[src/rtl/j68_ram_port_arbiter.sv]
// Port-B arbiter for the J68 microcode/register block RAM: the CPU register path
// has fixed priority; a host debug port is guaranteed service by a short CPU stall.
module j68_ram_port_arbiter #(
    parameter int ADDR_W    = 11,
    parameter int DATA_W    = 16,
    parameter int MAX_STALL = 7
) (
    input  logic              clock,
    input  logic              reset_n,
    input  logic              clocken,
    input  logic              cpu_req,
    input  logic [1:0]        cpu_wren,
    input  logic [ADDR_W-1:0] cpu_addr,
    input  logic [DATA_W-1:0] cpu_wdata,
    output logic [DATA_W-1:0] cpu_rdata,
    output logic              cpu_stall,
    input  logic              host_req,
    input  logic              host_we,
    input  logic [1:0]        host_be,
    input  logic [ADDR_W-1:0] host_addr,
    input  logic [DATA_W-1:0] host_wdata,
    output logic              host_ack,
    output logic [DATA_W-1:0] host_rdata,
    output logic              ram_clocken,
    output logic [1:0]        ram_wren_b,
    output logic [ADDR_W-1:0] ram_address_b,
    output logic [DATA_W-1:0] ram_data_b,
    input  logic [DATA_W-1:0] ram_q_b
);

    // state    | meaning
    // IDLE     | port B may be handed to the host; host-lost cycles are counted
    // CAPTURE  | host access issued last cycle; RAM output carries host data
    // ACK      | host_ack held high until host_req falls

    typedef enum logic [1:0] {
        ST_IDLE    = 2'd0,
        ST_CAPTURE = 2'd1,
        ST_ACK     = 2'd2
    } state_t;

    localparam logic [7:0] MAX_STALL_C = 8'(MAX_STALL);

    state_t            state_q, state_d;
    logic [7:0]        cnt_q, cnt_d;
    logic              cpu_stall_q, cpu_stall_d;
    logic              host_ack_q, host_ack_d;
    logic [DATA_W-1:0] host_rdata_q, host_rdata_d;
    logic              host_grant;
    logic              host_lost;

    // The stall cycle is the host issue cycle, so a stalled CPU always yields.
    assign host_grant = (state_q == ST_IDLE) && host_req && (!cpu_req || cpu_stall_q);
    assign host_lost  = (state_q == ST_IDLE) && host_req && !host_grant;

    always_ff @(posedge clock) begin
        if (!reset_n) begin
            state_q      <= ST_IDLE;
            cnt_q        <= '0;
            cpu_stall_q  <= 1'b0;
            host_ack_q   <= 1'b0;
            host_rdata_q <= '0;
        end else if (clocken) begin
            state_q      <= state_d;
            cnt_q        <= cnt_d;
            cpu_stall_q  <= cpu_stall_d;
            host_ack_q   <= host_ack_d;
            host_rdata_q <= host_rdata_d;
        end
    end

    always_comb begin
        state_d      = state_q;
        cnt_d        = cnt_q;
        cpu_stall_d  = 1'b0;
        host_ack_d   = host_ack_q;
        host_rdata_d = host_rdata_q;
        case (state_q)
            ST_IDLE: begin
                if (host_grant) begin
                    state_d = ST_CAPTURE;
                    cnt_d   = '0;
                end else if (host_lost) begin
                    if (cnt_q == MAX_STALL_C) begin
                        cpu_stall_d = 1'b1;
                    end else begin
                        cnt_d = cnt_q + 8'd1;
                    end
                end
            end
            ST_CAPTURE: begin
                host_rdata_d = ram_q_b;
                host_ack_d   = 1'b1;
                state_d      = ST_ACK;
            end
            ST_ACK: begin
                if (!host_req) begin
                    host_ack_d = 1'b0;
                    state_d    = ST_IDLE;
                end
            end
            default: begin
                state_d = ST_IDLE;
            end
        endcase
    end

    always_comb begin
        ram_address_b = cpu_addr;
        ram_data_b    = cpu_wdata;
        ram_wren_b    = 2'b00;
        if (host_grant) begin
            ram_address_b = host_addr;
            ram_data_b    = host_wdata;
            ram_wren_b    = host_we ? host_be : 2'b00;
        end else if (cpu_req && !cpu_stall_q) begin
            ram_wren_b = cpu_wren;
        end
        if (!reset_n) begin
            ram_wren_b = 2'b00;
        end
    end

    assign ram_clocken = clocken;
    assign cpu_rdata   = ram_q_b;
    assign cpu_stall   = cpu_stall_q;
    assign host_ack    = host_ack_q;
    assign host_rdata  = host_rdata_q;

endmodule

[config.mk]
export PLATFORM = sky130hd
export DESIGN_NAME = j68_ram_port_arbiter
export DESIGN_NICKNAME = d
export VERILOG_FILES = /design/src/rtl/j68_ram_port_arbiter.sv
export SDC_FILE = /design/constraint.sdc
export NUM_CORES = 1
export LEC_CHECK = 0
export CAP_MARGIN = 20
export CORE_UTILIZATION = 36
export CTS_BUF_LIST = sky130_fd_sc_hd__clkbuf_4 sky130_fd_sc_hd__clkbuf_8
export DETAILED_ROUTE_END_ITERATION = 10
export GPL_ROUTABILITY_DRIVEN = 0
export GPL_TIMING_DRIVEN = 0
export PLACE_DENSITY = 0.95
export SETUP_SLACK_MARGIN = 0.2
export SLEW_MARGIN = 30
export SYNTH_ARGS = -nofsm -noshare
export SYNTH_HDL_FRONTEND = slang
export SYNTH_SLANG_ARGS = --single-unit
[constraint.sdc]
create_clock -name clock -period 2.65 [get_ports clock]
set_input_delay 0.265 -clock clock [delete_from_list [all_inputs] [get_ports clock]]
set_output_delay 0.265 -clock clock [all_outputs]
set_load 0.02 [all_outputs]
==> impl_metrics.ini <==
[placement]
numPortBuffers = 143
hpwlAfterDp_um = 4906

[setup_path]
crit_slowest_cell = or3b_4
reg2regPathDepth = 5
cpPeakStageDelay_ns = 0.44
r2r-end = cnt_q[0]
crit_path_end = ram_data_b[7]
r2r_slack_ns = 0.66
critPathLaunchType = register
crit_type = reg -> out
startpoint = state_q[1]
cp-end-kind = output pin
crit_chain = or3b_4 -> or2_1 -> buf_6 -> clkbuf_4 -> nand2_1 -> nand2_1 -> clkdlybuf4s15_2
crit_top_cell = nand2_1
crit_required_ns = 2.38
path_max_fanout = 10
worst_r2r_startpoint = cnt_q[0]
arrival_ns = 2.04

[run]
maxCapViolCount = 0

[cts]
clk_latency_ns = 0.28
ctsHoldBuffers = 0
cts_root_buf = clkbuf_8
cts_tree = yes
htree_levels = 1
clock_path_buffers = 2
cts_sinks = 28
cts_setup_buffers = 0
cts.clk_slew.worst_paths_ns = 0.09
cts_made_buffers = 3

[synthesis]
synth_top_area_share_pct = 32.25
synth_edf_count = 0
syn_nets = 335
synthFlopType = dfxtp_1
yosysWarningCount = 0
synth_area_leader_cell = dfxtp_1
synth_cell_types = 40
async_flop_share_pct = 0
synth_area_leaders = dfxtp_1 (32%), nand2_1 (26%), buf_4 (7.3%), a21boi_0 (6.9%), clkbuf_1 (1.9%)
syn-instance-count = 254
ys_ff_latch = 28
syn-cell-area_um2 = 1738
syn-mean-instance-area_um2 = 6.842
ys_seq_area_share_pct = 32.25

[floorplanning]
dieArea_um2 = 5109
coreArea_um2 = 4504
start_util_pct = 38.58
dieHeight_um = 71.48
fp-row-count = 24
dieWidth_um = 71.48
ioPinCount = 144

[sta]
worst_slew_pin_slew_ns = 0.5939
rsz0062_at_grt = false
hold_viol = 0
fin_crit_sh_pct = 87.08
whs_ns = 0.3725
period_needed_ns = 2.308
drv_slew = 0
slew_headroom_pct = 60.32
final.setup_skew_ns = 0.004253
finalSetupViolCount = 0
fmax_mhz = 433.3

[hold_path]
worstHoldPathType = in -> reg

[global_routing]
antenna_found_initial = 0
grt_pass1_vias = 2163
grt_use_total_pct = 24.12
overflow = 0
grt_pass1_wl_um = 9798
grt_max_degree = 16

[power]
finalPower_mw = 1.115
ir_drop_uv = 260.9
power_density_nw_per_um2 = 338.5
p_leak_nw = 1.411

[drt]
dr.pass1.iters = 4
routed_via_density = 4.918
vias = 2228
drtIter0Drc = 78
ant_nets = 0
avgRoutedWirePerCell_um = 13.74
wl_um = 6222
drc = 0

[finish]
fill_cells = 339
n_antenna_cell = 0
area_growth_syn_to_layout_pct = 89.49
layout_commonest_cell = nand2_1
final_cell_mix = nand2_1 (120), clkdlybuf4s50_1 (113), dfxtp_1 (28)
drive_gt1_share_pct = 14.21
finalNetCount = 483

[status]
status = complete, no violations
[worst max-delay path: cells and delay by family, from the launching register on]
family | cells | cell delay, ns
flops | 1 | 0.37
buf+inv | 3 | 0.58
simple gates | 4 | 0.81
[sequential cells by signal, indices dropped and copies added, names as in the netlist]
register and flops:
host_ack 1, cpu_stall 1, cnt_q 8, host_rdata 16, state_q 2
[power by group]
part | switching, mW | leakage, nW | internal, mW | total [mW]
combinational | 0.187 | 1.16 | 0.228 | 0.415
sequential | 0.00439 | 0.226 | 0.427 | 0.431
clock | 0.135 | 0.0288 | 0.133 | 0.269
[metrics by stage]
stage                     utilization, %  worst slack, ns  cell area, um2  cells  setup TNS (ns)
after detailed placement           71.81          -0.2743            3234    449          -4.889
after CTS                          73.31           0.1140            3302    453               0
final                              73.11           0.3423            3293    453               0
after global routing               73.11           0.2589            3293    453               0
after floorplan                        -           0.8283            1738    254               0
after global placement             71.81          -0.2682            3234    449          -4.861
[cell families (layout without fill, tap and decap cells)]
family | after synthesis | in the layout | share of synthesized area, %
and+or+nand+nor | 151 | 151 | 37.80
AOI/OAI and AO/OA | 40 | 40 | 16.85
buffers and inverters | 32 | 179 | 11.23
DFF | 28 | 28 | 32.25
adders and majority gates | 1 | 1 | 0.7198
xor gates and xnor gates | 1 | 1 | 0.5041
muxes | 1 | 1 | 0.6479
[final cells by class]
class | count | area [um2] | area share [%]
Tap cell | 52 | 65.06 | 1.976
Timing Repair Buffer | 143 | 1416 | 43.01
Buffer | 30 | 203.9 | 6.193
Inverter | 2 | 7.507 | 0.2280
Sequential cell | 28 | 560.5 | 17.02
Multi-Input combinational cell | 194 | 984.7 | 29.90
Clock buffer | 4 | 55.05 | 1.672
[routing by layer]
metal,GRT usage [%],wire [um]
met1,24.89,2321
met2,47.20,3173
met3,5.485,606
met4,8.715,120
met5,0,0
[what timing repair did]
action                                  in CTS  in global routing
endpoints found under the setup margin      29                 25
cloned                                       0                  0
gates resized for setup                     66                 16
[how the worst min path moves through the flow]
stage          slack [ns]          start       endpoint  depth (start not counted)
6_report             0.37       host_req       host_ack                          3
5_1_grt              0.42       host_req       host_ack                          3
4_1_cts              0.47  host_rdata[9]  host_rdata[9]                          2
3_5_place_dp         0.46  host_rdata[1]  host_rdata[1]                          2
3_3_place_gp         0.45  host_rdata[8]  host_rdata[8]                          2
2_1_floorplan        0.41     ram_q_b[0]  host_rdata[0]                          2
[synthesized netlist by cell type (2+ instances only)]
library cell and count:
nand2_1 120, a21oi_1 5, inv_1 2, o21ai_0 5
nor2b_1 5, a32oi_1 2, o2bb2ai_1 2, buf_2 3
clkbuf_1 9, or3_1 3, nor2_1 4, a211o_1 2
nand4_1 2, dfxtp_1 28, nand3_1 2, nor3_1 4
a21o_1 2, a21boi_0 16, buf_4 17
Note: power is estimated with default switching activity, not from simulation.
